<file path="config.mk">
export PLATFORM = sky130hd
export DESIGN_NAME = spi_flash_reader_flat
export DESIGN_NICKNAME = d
export VERILOG_FILES = /design/src/rtl/spi_flash_reader_if.sv /design/src/rtl/spi_flash_reader.sv /design/src/flat_wrapper.sv
export SDC_FILE = /design/constraint.sdc
export NUM_CORES = 1
export LEC_CHECK = 0
export ABC_AREA = 1
export BUFFER_PORTS_ARGS = -buffer_cell sky130_fd_sc_hd__buf_2
export CORE_MARGIN = 1.5
export CORE_UTILIZATION = 40
export CTS_CLUSTER_SIZE = 8
export DETAILED_ROUTE_END_ITERATION = 10
export PLACE_DENSITY_LB_ADDON = 0.15
export SLEW_MARGIN = 20
export SYNTH_ARGS = -nofsm -noshare
export SYNTH_HDL_FRONTEND = slang
export SYNTH_SLANG_ARGS = --single-unit
</file>
<file path="constraint.sdc">
create_clock -name i_clk -period 2.15 [get_ports i_clk]
set_input_delay 0.3225 -clock i_clk [delete_from_list [all_inputs] [get_ports i_clk]]
set_output_delay 0.3225 -clock i_clk [all_outputs]
set_load 0.01 [all_outputs]
</file>
<file path="src/rtl/spi_flash_reader_if.sv">
// Bundles the read-request port, the returned-data stream and the SPI byte-engine
// handshake of spi_flash_reader. master = requester/engine side, slave = sequencer.
interface spi_flash_reader_if;
    logic        req_valid;
    logic        req_ready;
    logic [23:0] req_addr;
    logic [15:0] req_len;
    logic [7:0]  data;
    logic        data_valid;
    logic        data_ready;
    logic        done;
    logic        cs_n;
    logic [7:0]  spi_so;
    logic        spi_ex;
    logic [7:0]  spi_si;
    logic        spi_busy;

    modport master (
        output req_valid, req_addr, req_len, data_ready, spi_si, spi_busy,
        input  req_ready, data, data_valid, done, cs_n, spi_so, spi_ex
    );

    modport slave (
        input  req_valid, req_addr, req_len, data_ready, spi_si, spi_busy,
        output req_ready, data, data_valid, done, cs_n, spi_so, spi_ex
    );
endinterface

</file>
<file path="src/rtl/spi_flash_reader.sv">
// SPI NOR read sequencer: drives a byte-exchange engine through command, address and
// data phases, streaming data out with backpressure. Define SPI_FLASH_FAST_READ_EN for 0x0B + dummy byte.
module spi_flash_reader #(
    parameter int CS_GAP = 4
) (
    input  logic                 i_clk,
    input  logic                 i_rst_n,
    spi_flash_reader_if.slave    if_bus
);

    typedef enum logic [3:0] {
        S_IDLE, S_CMD, S_ADDR2, S_ADDR1, S_ADDR0, S_DUMMY, S_DATA, S_HOLD, S_GAP
    } state_t;

`ifdef SPI_FLASH_FAST_READ_EN
    localparam logic [7:0] READ_CMD = 8'h0B;
`else
    localparam logic [7:0] READ_CMD = 8'h03;
`endif

    state_t      r_state, w_state_next;
    logic        r_cs_n, w_cs_n_next;
    logic        r_pend, w_pend_next;
    logic        r_age, w_age_next;
    logic [23:0] r_addr, w_addr_next;
    logic [15:0] r_cnt, w_cnt_next;
    logic [7:0]  r_data, w_data_next;
    logic        r_data_valid, w_data_valid_next;
    logic        r_done, w_done_next;
    logic [7:0]  r_gap, w_gap_next;

    logic        w_xfer_state;
    logic        w_ex;
    logic        w_byte_done;
    logic [7:0]  w_so;

    assign w_xfer_state = (r_state == S_CMD)   || (r_state == S_ADDR2) ||
                          (r_state == S_ADDR1) || (r_state == S_ADDR0) ||
                          (r_state == S_DUMMY) || (r_state == S_DATA);

    // One exchange per state entry: strobe only while no byte is in flight.
    assign w_ex        = w_xfer_state && !r_pend && !r_cs_n;
    // r_age masks the first cycle after the strobe, before the engine raises busy.
    assign w_byte_done = r_pend && r_age && !if_bus.spi_busy;

    always_comb begin
        w_so = 8'hFF;
        case (r_state)
            S_CMD:   w_so = READ_CMD;
            S_ADDR2: w_so = r_addr[23:16];
            S_ADDR1: w_so = r_addr[15:8];
            S_ADDR0: w_so = r_addr[7:0];
            default: w_so = 8'hFF;
        endcase
    end

    always_comb begin
        w_state_next      = r_state;
        w_cs_n_next       = r_cs_n;
        w_pend_next       = r_pend;
        w_age_next        = r_age;
        w_addr_next       = r_addr;
        w_cnt_next        = r_cnt;
        w_data_next       = r_data;
        w_data_valid_next = r_data_valid;
        w_done_next       = 1'b0;
        w_gap_next        = r_gap;

        if (w_ex) begin
            w_pend_next = 1'b1;
            w_age_next  = 1'b0;
        end else if (r_pend) begin
            w_age_next = 1'b1;
            if (w_byte_done) begin
                w_pend_next = 1'b0;
            end
        end

        case (r_state)
            S_IDLE: begin
                if (if_bus.req_valid) begin
                    if (if_bus.req_len != 16'd0) begin
                        w_addr_next  = if_bus.req_addr;
                        w_cnt_next   = if_bus.req_len;
                        w_cs_n_next  = 1'b0;
                        w_state_next = S_CMD;
                    end else begin
                        w_done_next = 1'b1;
                    end
                end
            end
            S_CMD:   if (w_byte_done) w_state_next = S_ADDR2;
            S_ADDR2: if (w_byte_done) w_state_next = S_ADDR1;
            S_ADDR1: if (w_byte_done) w_state_next = S_ADDR0;
`ifdef SPI_FLASH_FAST_READ_EN
            S_ADDR0: if (w_byte_done) w_state_next = S_DUMMY;
`else
            S_ADDR0: if (w_byte_done) w_state_next = S_DATA;
`endif
            S_DUMMY: if (w_byte_done) w_state_next = S_DATA;
            S_DATA: begin
                if (w_byte_done) begin
                    w_data_next       = if_bus.spi_si;
                    w_data_valid_next = 1'b1;
                    w_cnt_next        = r_cnt - 16'd1;
                    w_state_next      = S_HOLD;
                end
            end
            S_HOLD: begin
                if (if_bus.data_ready) begin
                    w_data_valid_next = 1'b0;
                    if (r_cnt != 16'd0) begin
                        w_state_next = S_DATA;
                    end else begin
                        w_cs_n_next  = 1'b1;
                        w_gap_next   = 8'd0;
                        w_state_next = S_GAP;
                    end
                end
            end
            S_GAP: begin
                if (r_gap == 8'(CS_GAP - 1)) begin
                    w_done_next  = 1'b1;
                    w_state_next = S_IDLE;
                end else begin
                    w_gap_next = r_gap + 8'd1;
                end
            end
            default: w_state_next = S_IDLE;
        endcase
    end

    always_ff @(posedge i_clk or negedge i_rst_n) begin
        if (!i_rst_n) begin
            r_state      <= S_IDLE;
            r_cs_n       <= 1'b1;
            r_pend       <= 1'b0;
            r_age        <= 1'b0;
            r_addr       <= 24'd0;
            r_cnt        <= 16'd0;
            r_data       <= 8'h00;
            r_data_valid <= 1'b0;
            r_done       <= 1'b0;
            r_gap        <= 8'd0;
        end else begin
            r_state      <= w_state_next;
            r_cs_n       <= w_cs_n_next;
            r_pend       <= w_pend_next;
            r_age        <= w_age_next;
            r_addr       <= w_addr_next;
            r_cnt        <= w_cnt_next;
            r_data       <= w_data_next;
            r_data_valid <= w_data_valid_next;
            r_done       <= w_done_next;
            r_gap        <= w_gap_next;
        end
    end

    assign if_bus.req_ready  = (r_state == S_IDLE);
    assign if_bus.data       = r_data;
    assign if_bus.data_valid = r_data_valid;
    assign if_bus.done       = r_done;
    assign if_bus.cs_n       = r_cs_n;
    assign if_bus.spi_so     = w_so;
    assign if_bus.spi_ex     = w_ex;

endmodule
</file>
<file path="src/flat_wrapper.sv">
// flat-port wrapper written by rule: the top's interface ports become plain ports
module spi_flash_reader_flat 
#(
    parameter int CS_GAP = 4
)
  (i_clk, i_rst_n, if_bus_req_valid, if_bus_req_addr, if_bus_req_len, if_bus_data_ready, if_bus_spi_si, if_bus_spi_busy, if_bus_req_ready, if_bus_data, if_bus_data_valid, if_bus_done, if_bus_cs_n, if_bus_spi_so, if_bus_spi_ex);
  spi_flash_reader_if if_bus_i ();
  input  logic i_clk;
  input  logic i_rst_n;
  input wire logic [$bits(if_bus_i.req_valid)-1:0] if_bus_req_valid;
  input wire logic [$bits(if_bus_i.req_addr)-1:0] if_bus_req_addr;
  input wire logic [$bits(if_bus_i.req_len)-1:0] if_bus_req_len;
  input wire logic [$bits(if_bus_i.data_ready)-1:0] if_bus_data_ready;
  input wire logic [$bits(if_bus_i.spi_si)-1:0] if_bus_spi_si;
  input wire logic [$bits(if_bus_i.spi_busy)-1:0] if_bus_spi_busy;
  output wire logic [$bits(if_bus_i.req_ready)-1:0] if_bus_req_ready;
  output wire logic [$bits(if_bus_i.data)-1:0] if_bus_data;
  output wire logic [$bits(if_bus_i.data_valid)-1:0] if_bus_data_valid;
  output wire logic [$bits(if_bus_i.done)-1:0] if_bus_done;
  output wire logic [$bits(if_bus_i.cs_n)-1:0] if_bus_cs_n;
  output wire logic [$bits(if_bus_i.spi_so)-1:0] if_bus_spi_so;
  output wire logic [$bits(if_bus_i.spi_ex)-1:0] if_bus_spi_ex;
  assign if_bus_i.req_valid = if_bus_req_valid;
  assign if_bus_i.req_addr = if_bus_req_addr;
  assign if_bus_i.req_len = if_bus_req_len;
  assign if_bus_i.data_ready = if_bus_data_ready;
  assign if_bus_i.spi_si = if_bus_spi_si;
  assign if_bus_i.spi_busy = if_bus_spi_busy;
  assign if_bus_req_ready = if_bus_i.req_ready;
  assign if_bus_data = if_bus_i.data;
  assign if_bus_data_valid = if_bus_i.data_valid;
  assign if_bus_done = if_bus_i.done;
  assign if_bus_cs_n = if_bus_i.cs_n;
  assign if_bus_spi_so = if_bus_i.spi_so;
  assign if_bus_spi_ex = if_bus_i.spi_ex;
  spi_flash_reader #(.CS_GAP(CS_GAP)) u_core (.i_clk(i_clk), .i_rst_n(i_rst_n), .if_bus(if_bus_i));
endmodule
</file>
Yosys cells after proc, flatten, opt, wreduce, memory -nomap -nowiden
Cells that the tools add are included.
{ "word_totals": {"word_cells": 97, "regBits": 65, "out_inout_bits": 21, "inputBits": 53} }
{ "classes": {"mux": 37, "n_eq_ne": 20, "n_addsub": 2, "reduce_logical": 28} }
{ "op_table": {"columns": ["cell", "count"], "rows": [
  ["$mux W16", 3],
  ["$mux W4", 10],
  ["$pmux W16 S2", 1],
  ["$pmux W4 S8", 1],
  ["$pmux W8 S4", 1],
  ["$reduce_bool A16 Y1", 2],
  ["$mux W8", 3],
  ["$eq A4 B3 Y1 const B", 4],
  ["$pmux W8 S2", 1],
  ["$sub A16 B1 Y16 const B", 1],
  ["$mux W1", 14],
  ["$ne A2 B1 Y1 const B", 7],
  ["$reduce_bool A2 Y1", 5],
  ["$reduce_and A9 Y1", 1],
  ["$add A8 B1 Y8 const B", 1],
  ["$eq A4 B2 Y1 const B", 2],
  ["$eq A8 B2 Y1 const B", 1],
  ["$ne A2 B2 Y1 const B", 4],
  ["$reduce_and A4 Y1", 2],
  ["$pmux W1 S2", 3],
  ["$reduce_and A3 Y1", 2],
  ["$logic_or A1 B1 Y1", 5],
  ["$reduce_and A5 Y1", 1],
  ["$eq A4 B1 Y1 const B", 1],
  ["6 further kinds", 11]
]} }

Longest topological paths before layout
Gate-level depths: netlist of run 1.
{ "logic_depth": {"depth_word": 9, "ltp_mapped": 11, "ltp_nobuf": 11} }

Worst setup path after synthesis of run 1
No wires, ideal clock.
{ "synth_path": {"kind": "register to output", "start": "reg u_core.r_state[2]", "end": "out if_bus_spi_so[3]", "stages_incl_launch_ff": 8, "setup_slack_ps": 613, "n_path_buf": 0, "arrival_ps": 1214, "t_required_ps": 1827, "path_cell_list": "dfrtp_1 -> inv_2 -> nor2_4 -> nand2_1 -> nand2_2 -> o21ai_0 -> a21oi_1 -> o21ai_0"} }
{ "synth_between": {"elab_chain_len": 2, "word_cells_on_any_way": 5, "cone_classes": "4 x eq/ne; 1 x mux"} }
{ "synth_rtl": {"columns": ["item", "line_no", "text"], "rows": [
  ["from (decl)", "spi_flash_reader.sv:21", "state_t r_state, w_state_next;"],
  ["from (signal assigned)", "spi_flash_reader.sv:146", "r_state <= w_state_next;"],
  ["$eq A4 B3 Y1 (tied with other cells)", "spi_flash_reader.sv:48", "case (r_state)"],
  ["$pmux W8 S4 (*)", "spi_flash_reader.sv:48", null],
  ["to (decl)", "flat_wrapper.sv:21", "output wire logic [$bits(if_bus_i.spi_so)-1:0] if_bus_spi_so;"]
]} }
Mark *: on every way between the ends. The rest lies on a longest branch, timed or not.

Worst setup path after layout of run 1
{ "layout_path": {"start": "reg u_core.r_state[3]", "end": "out if_bus_spi_so[1]"} }
Same word-level chain as after synthesis.

==> run summary, run 1 <==
The run finished with clean final reports. The top-level I/O count was 74; the share of the clock period used by the worst path was 95.3%. The number of antenna violations at the first check in global routing is 0, and the standby leakage power is 0.00238 µW.

The detail route stage leaves a number of antenna-violating nets equal to 0. Along the worst hold path, the cell count comes to 3. For this run the aggregate overflow at the end of global routing stands at 0. The run gives 500 as the synthesized instance count. The run gives 18.6% as the clock group share of total power.

The startpoint identified for the worst register-to-register timing path is u_core.r_state[2]$_DFFE_PN0P_. The die extent in y is 99.8 µm, and the routed wire length is 8840 µm. The average vias per placed instance was 4.89. Summing all multi-input logic gate instances after layout gives 1840 µm². For the number of cells after detailed placement, the log shows 677. For the register-to-register setup slack, the log shows 0.37 ns.

Detailed-route via count: 3389. Sequential cells were found to cover 43.4% of the synthesized design area. STA classifies the critical path endpoint as an output port. The count of TritonRoute iterations in the first routing pass was 4. The most area-hungry cell type in the Yosys netlist is dfrtp_1. For this run, the total global-route usage over all layers was measured as 19.3%.

The min-delay analysis places its worst path in the category input port to register. Data on the critical path is required at its endpoint by 1.83 ns. After synthesis, the largest area contributor takes up 42.7% of total cell area.

Final total negative setup slack: 0 ns. Number of global-route vias before repair: 3322. For this block, the initial DRC count from the detailed router was 186. Count of flip-flops with a built-in enable after synthesis: 0.

The die is 99.8 µm wide. The average routed wire per standard cell was 12.8 µm; the area taken by flip-flops and latches was 1630 µm². Walking the worst path, the cells encountered are nor2_4, inv_1, nor3_1, nor2_1, o221ai_1, buf_2.

Yosys printed 0 warnings. The tools report the hold violation count in the final report as 0. The synthesized net count is 555. The tools report the worst slack at placement as 0.339 ns. The slowest stage of the critical path belongs to the cell dfrtp_1. After legalization and detailed placement, the total HPWL measured 6570 µm.

The longest clock path from root to sink contains 2 buffers. The run gives 693 as the filler-free cell count of the finished design. In the post-synthesis netlist, the biggest area contributors are dfrtp_1 (43%), nand2_1 (18%), o21ai_0 (5.9%). 0 antenna diodes ended up in the layout. The tree is rooted in a clkbuf_8. The floorplan has 35 rows.

Counting every sink on the clock net gives 65. The worst setup path is of the register to output port kind. The mapped netlist covers 3750 µm². Setup repair after global routing could not meet its margin everywhere. Clock-pin slew was measured on the worst setup and hold paths at 0.07 ns. At the end of routability-driven placement, the weighted congestion stood at 0.844. The register share of total power was 34.1%.

On the final layout, the worst clock skew is 0.0111 ns. Number of nets at the end of the flow: 633. The hold path endpoint was u_core.r_addr[3]$_DFFE_PN0P_.

VDD sags by at most 0.580 mV. Clock latency on the worst-skew pair, taken at its later pin, is 0.35 ns. For the pin with the worst max-slew slack, the measured transition is 0.480 ns. The power spent charging and discharging nets was 2780 µW; the number of library cell types mapped by synthesis was 40.

The share of flip-flops with an asynchronous set or reset after synthesis is 100%. In the layout the commonest cells are nand2_1 (181), buf_2 (73), dfrtp_1 (62), inv_1 (48), nor2_1 (46). The largest single stage delay on the critical path is 0.46 ns. The total power divided by cell area came out at 1440 nW/µm². After detailed routing, the number of remaining DRC violations is 0. The logs give 15300 µm for the wire length of the first global-routing pass and 0.102 ns for the worst path setup slack after routing. Worst hold path startpoint: if_bus_req_addr[3]. Across the run, the number of max-cap violations was 0.

The most common cell after layout, fill and taps aside is nand2_1. The tools report the layout filler cell count as 916. Clock tree synthesis inserted a total of 9 buffers.

TritonCTS built the clock tree. The remaining max-slew budget at the tightest pin is 67.9%. In this run the critical register-to-register path is captured at u_core.if_bus.data[3]$_DFFE_PN0P_. The maximum fanout along the worst path is 5, and the placeable core area is 9150 µm².

The initial utilization of the core area, before any placement, comes to 41.0%. The average instance in the mapped netlist occupies 7.50 µm². The total of flip-flops plus latches after synthesis was 65; the maximum clock frequency was 488 MHz. Internal power comes to 3650 µW. STA classifies the critical path startpoint as a register. Fraction of final layout cells with drive strength greater than 1: 23.4%.

In the synthesized netlist the dominant register cell turns out to be dfrtp_1. The worst register-to-register path has a depth of 6. The number of buffer cells added on primary ports came out at 73. The post-route minimum period is 2.05 ns. In this run the cell area measured after placement is 4210 µm².

Combinational logic is responsible for 47.4% of the overall power. The floorplan step defined a die boundary enclosing 9960 µm². Post-CTS timing repair inserted 0 buffers for setup. In this run the worst setup path begins at u_core.r_state[3]$_DFFE_PN0P_. The setup violation total in the final timing report was 0; the area added between synthesis and finish was 19.1%. Entering global routing, the biggest net connects 51 pins. The switching portion of total power was 43.3%; the core utilization of the finished layout was 48.8%.

After routing the design area is 4470 µm². For the data arrival time at the worst-slack endpoint, the log shows 1.73 ns. The H-tree was split into 3 levels. For the total count of max-transition violations in the final report, the log shows 0.
==> flip-flops by register name (all words and copies together) (netlist names) <==
name                      cells
u_core.r_addr                24
u_core.r_cnt                 16
u_core.if_bus.data            8
u_core.r_gap                  8
u_core.r_state                4
u_core.if_bus.cs_n            1
u_core.if_bus.data_valid      1
u_core.if_bus.done            1
u_core.r_age                  1
u_core.r_pend                 1
==> kinds of logic after synthesis <==
kind of cell,Yosys count,share of synthesized area (%)
AOI/OAI and AO/OA,71,10.7
xor gates and xnor gates,4,0.934
adders and majority gates,2,0.667
buffers and inverters,66,7.97
DFF,65,43.4
muxes,9,3.47
and+or+nand+nor,283,32.9
==> layer usage <==
layer | global-route usage (%) | part of all wire, % | up-vias
li1 | - | - | 1738
met1 | 25.2 | 46 | 1574
met2 | 32.0 | 49 | 64
met3 | 3.55 | 3.5 | 13
met4 | 7.48 | 1.8 | 0
met5 | 0 | 0 | -
==> synthesized netlist by cell type, types with 2 or more instances <==
| cell type | count |
|---|---|
| nand2_1 | 184 |
| dfrtp_1 | 64 |
| inv_1 | 48 |
| nor2_1 | 46 |
| o21ai_0 | 44 |
| nand3_1 | 27 |
| a21oi_1 | 9 |
| mux2_4 | 8 |
| inv_2 | 6 |
| buf_6 | 4 |
| nand4_1 | 4 |
| nor2_4 | 4 |
| o21ai_1 | 4 |
| o21ai_2 | 4 |
| o22ai_1 | 4 |
| or2_2 | 4 |
| buf_4 | 3 |
| nand2_2 | 3 |
| buf_2 | 2 |
| ha_1 | 2 |
| nand2_4 | 2 |
| nand3_4 | 2 |
| nand3b_1 | 2 |
| nor2_2 | 2 |
| xnor2_1 | 2 |
| xor2_1 | 2 |
==> worst max path at each step <==
stage | to | slack (ns) | cells past startpoint
5_1_grt | if_bus_spi_so[7] | -0.05 | 7
3_5_place_dp | if_bus_spi_so[1] | 0.34 | 8
4_1_cts | if_bus_spi_so[0] | 0.04 | 7
3_3_place_gp | if_bus_spi_so[3] | 0.40 | 8
2_1_floorplan | if_bus_spi_so[3] | 0.61 | 7
6_report | if_bus_spi_so[1] | 0.10 | 6
==> metrics by stage <==
stage          hold WS [ns]  total power [µW]
2_1_floorplan        0.0269              4410
3_5_place_dp          0.284              5250
4_1_cts               0.154              6480
3_3_place_gp          0.286              5180
5_1_grt               0.173              7080
6_report              0.169              6430
==> timing repair <==
action                                 4_1_cts  5_1_grt
setup endpoints to repair                    5        6
pin swaps                                    0        1
gates resized for setup                      3        4
hold buffers                                 1        0
endpoints found under the hold margin       15        0
==> area by class of cell <==
type                    count  area share, %
well taps                 111           3.11
repair buffers             77           9.19
clock inverters             2           1.34
multi-input cells         369           41.2
flip-flops and latches     65           36.5
inverters                  56           4.87
clock buffers              13           3.78
==> worst max-delay path: cells and delay by family, from the launching register on <==
family / cells / cell delay, ns
flip-flops: 1 / 0.46
AND/OR/NAND/NOR: 3 / 0.61
buffers and inverters: 2 / 0.24
AO/OA/AOI/OAI: 1 / 0.08
==> power by group through the flow <==
stage	combinational, µW	clock, µW	sequential, µW
2_1_floorplan	2280	0	2140
3_3_place_gp	2990	0	2190
3_5_place_dp	3050	0	2200
4_1_cts	3060	1230	2190
5_1_grt	3530	1280	2270
6_report	3050	1190	2190
No activity file was read; power rests on OpenSTA's default activity.
==> run 2: changes to the inputs <==
--- a/config.mk
+++ b/config.mk
@@ -7,6 +7,8 @@
 export LEC_CHECK = 0
 export ABC_AREA = 1
 export BUFFER_PORTS_ARGS = -buffer_cell sky130_fd_sc_hd__buf_2
+export CELL_PAD_IN_SITES_DETAIL_PLACEMENT = 0
+export CELL_PAD_IN_SITES_GLOBAL_PLACEMENT = 1
 export CORE_MARGIN = 1.5
 export CORE_UTILIZATION = 40
 export CTS_CLUSTER_SIZE = 8
==> run 2 against run 1 <==
Against the previous run: global-route usage increased by 0.47 points; register-to-register slack improved by 0.02 ns; largest power group unchanged; fmax grew 0.32%; non-clock buffer count up 2; clock skew rose by 0.00078 ns; first-iteration DRC count down 53%; setup slack gained 0.0064 ns; final area fell by 0.11%; largest cell class unchanged.
==> run summary, run 2 (synthesis results as in run 1) <==
The CTS clock-pin slew for the worst setup and hold paths was 0.08 ns (about the same). The worst-margin pin slew works out to 0.519 ns (+0.0387 ns). The logs give 0 ns (unchanged) for the final total negative setup slack and 1840 µm² (-0.27%) for the combined area of the multi-input logic cells. The run gives 0 (unchanged) as the setup violation total in the final timing report. The tools report the maximum clock frequency as 490 MHz (+0.32%).

The largest voltage drop on the vdd net came out at 0.661 mV (+14%). The combined global-route utilization of all metal layers was 19.8% (+0.47 points). The average routed wire per standard cell was 13.2 µm (+3.7%). For the total power draw, the log shows 6350 µW (-1.3%).

The area taken by flip-flops and latches was 1630 µm² (+0.15%). For the layout filler cell count, the log shows 982 (+7.2%). The logs give 4 (unchanged) for the count of TritonRoute iterations in the first routing pass and 48.7% (-0.055 points) for the core utilization of the finished layout. The die extent in y was 99.8 µm (unchanged); the wire length of the first global-routing pass was 15700 µm (+2.3%).

Starting DRC count in detailed routing: 87 (-53%). The placed wire-length estimate came out at 6820 µm (+3.8%). The run gives 0 (unchanged) as the total count of max-transition violations in the final report. TritonCTS built the clock tree. The post-placement cell area is 4230 µm² (+0.48%). The tools report the routed wire length as 9210 µm (+4.1%). The insertion delay of the later-clocked pin in the worst-skew pair is 0.34 ns (about the same).

The remaining max-slew budget at the tightest pin is 65.4% (-2.5 points), and the number of flip-flops in the largest register is 24 (unchanged). The residual overflow from global routing was 0 (unchanged); the average vias per placed instance was 4.80 (-1.9%). For the number of inserted diodes, the log shows 0 (unchanged). The buffer levels on the longest clock path came out at 2 (unchanged). The number of antenna violations at the first check in global routing is 0 (unchanged), and the post-route minimum period is 2.04 ns (-0.00644 ns). The maximum fanout along the worst path works out to 5 (unchanged). Standby leakage power: 0.00238 µW (-0.31%).

The cell row count came out at 35 (unchanged). The data arrival time at the worst-slack endpoint is 1.72 ns (about the same), and the remaining routing DRC violations is 0 (unchanged). The top-level I/O count was 74 (unchanged); the detailed-route via count was 3338 (-1.5%). The fraction of final layout cells with drive strength greater than 1 came out at 23.9% (+0.56 points). The cell area after layout is 4460 µm² (-0.11%). The die span in x was 99.8 µm (unchanged); the number of buffer cells added on primary ports was 73 (unchanged). The library cell used most frequently in the layout, excluding fill and tap cells, is nand2_1. The tree is rooted in a clkbuf_8. The top cell types in the final layout, fill and taps aside, are nand2_1 (181), buf_2 (73), dfrtp_1 (60), inv_1 (48), nor2_1 (46). The critical path startpoint category was a register. The total power divided by cell area is 1420 nW/µm² (-1.2%), and the residual antenna-violating net count after detailed routing is 0 (unchanged).

The run gives 0.800 (-5.2%) as the final weighted congestion in routability-driven placement. The flow ran to the end, and the final reports show no timing, DRC or antenna violations. For the hold violation count in the final report, the log shows 0 (unchanged). The area growth from synthesis to layout is 19.0%. The die area is 9960 µm² (unchanged), and the TritonCTS sink count is 65 (unchanged). u_core.r_addr holds more flip-flops than any other register. The critical path in this run is classified as register to output port. For the number of max-cap violations, the log shows 0 (unchanged).

Kind of end point of the critical path: an output port. Number of global-route vias before repair: 3374 (+1.6%). The share of the clock period used by the worst path is 95.0% (-0.30 points). The tightest min-delay check is of the input port to register type. For the TritonCTS buffer count, the log shows 9 (unchanged). In the final layout, the registers with the most flip-flops are u_core.r_addr: 24 flops, u_core.r_cnt: 16 flops. The logs give 3 (unchanged) for the H-tree depth reported by CTS and 635 (+0.32%) for the number of nets at the end of the flow. The initial cell density of the core was 41.0% (unchanged). The run gives 0.39 ns (+0.02 ns) as the register-to-register setup slack. The maximum number of pins on one net before global-route repair was 41 (-20%); the maximum clock skew at final layout was 0.0119 ns (+0.000780 ns). The data required time at the worst endpoint was 1.83 ns (about the same).

The tools report the placeable core area as 9150 µm² (unchanged).
[run 2: cell count changes in the layout (fill, tap and decap cells not counted), sizes merged]
cell	change
buf	+2
bufinv	-1
clkinv	+2
[run 2: repair_timing]
action | CTS | global route
hold endpoints to repair | 17 | 0
gates resized for setup | 2 | 6
pin swaps | 0 | 1
setup buffers | 0 | 1
setup endpoints to repair | 5 | 7
hold buffers | 1 | 0
[run 2: final timing paths]
path,from,endpoint,cells past startpoint
min in group asynchronous,i_rst_n,u_core.r_cnt[6]$_DFFE_PN0P_,2
max,u_core.r_state[3]$_DFFE_PN0P_,if_bus_spi_so[1],6
max reg2reg,u_core.r_state[0]$_DFFE_PN0P_,u_core.r_addr[0]$_DFFE_PN0P_,8
min reg2reg,u_core.r_addr[5]$_DFFE_PN0P_,u_core.r_addr[5]$_DFFE_PN0P_,2
max in group asynchronous,i_rst_n,u_core.if_bus.cs_n$_DFFE_PN1P_,3
min,if_bus_req_addr[6],u_core.r_addr[6]$_DFFE_PN0P_,3
[run 2: routing by layer]
metal	global-route usage (%)	routed length [µm]	vias to the layer above	part of all wire (%)
met1	25.1	4290	1540	47
met4	4.55	70	0	0.76
li1	-	-	1743	-
met5	0	0	-	0
met3	3.97	317	7	3.4
met2	35.0	4540	48	49
[run 2: area by class of cell]
| class | instances | area share, % |
|---|---|---|
| Sequential cell | 65 | 36.6 |
| Multi-Input combinational cell | 369 | 41.1 |
| Clock buffer | 13 | 3.56 |
| Clock inverter | 3 | 0.897 |
| Tap cell | 111 | 3.11 |
| Inverter | 56 | 4.88 |
| Timing Repair Buffer | 79 | 9.81 |
[run 2: metrics by stage]
stage / instances / hold WS (ns) / worst slack (ns)
5_1_grt: 696 / 0.175 / -0.000676
2_1_floorplan: 500 / 0.0269 / 0.613
6_report: 696 / 0.178 / 0.108
3_3_place_gp: 678 / 0.324 / 0.337
4_1_cts: 695 / 0.169 / 0.0186
3_5_place_dp: 678 / 0.326 / 0.314
[run 2: critical path: stages (launching register included)]
cell,delay [ns]
dfrtp_2,0.46
nor2_4,0.17
inv_1,0.07
nor3_1,0.34
nor2_1,0.10
o221ai_1,0.09
buf_2,0.17
[run 2: power by group]
part,total (µW),internal [µW],leakage (µW),switching [µW]
combinational,3080,1150,0.00146,1940
clock,1070,597,0.000103,476
sequential,2200,1780,0.000810,420
total,6350,3520,0.00238,2830
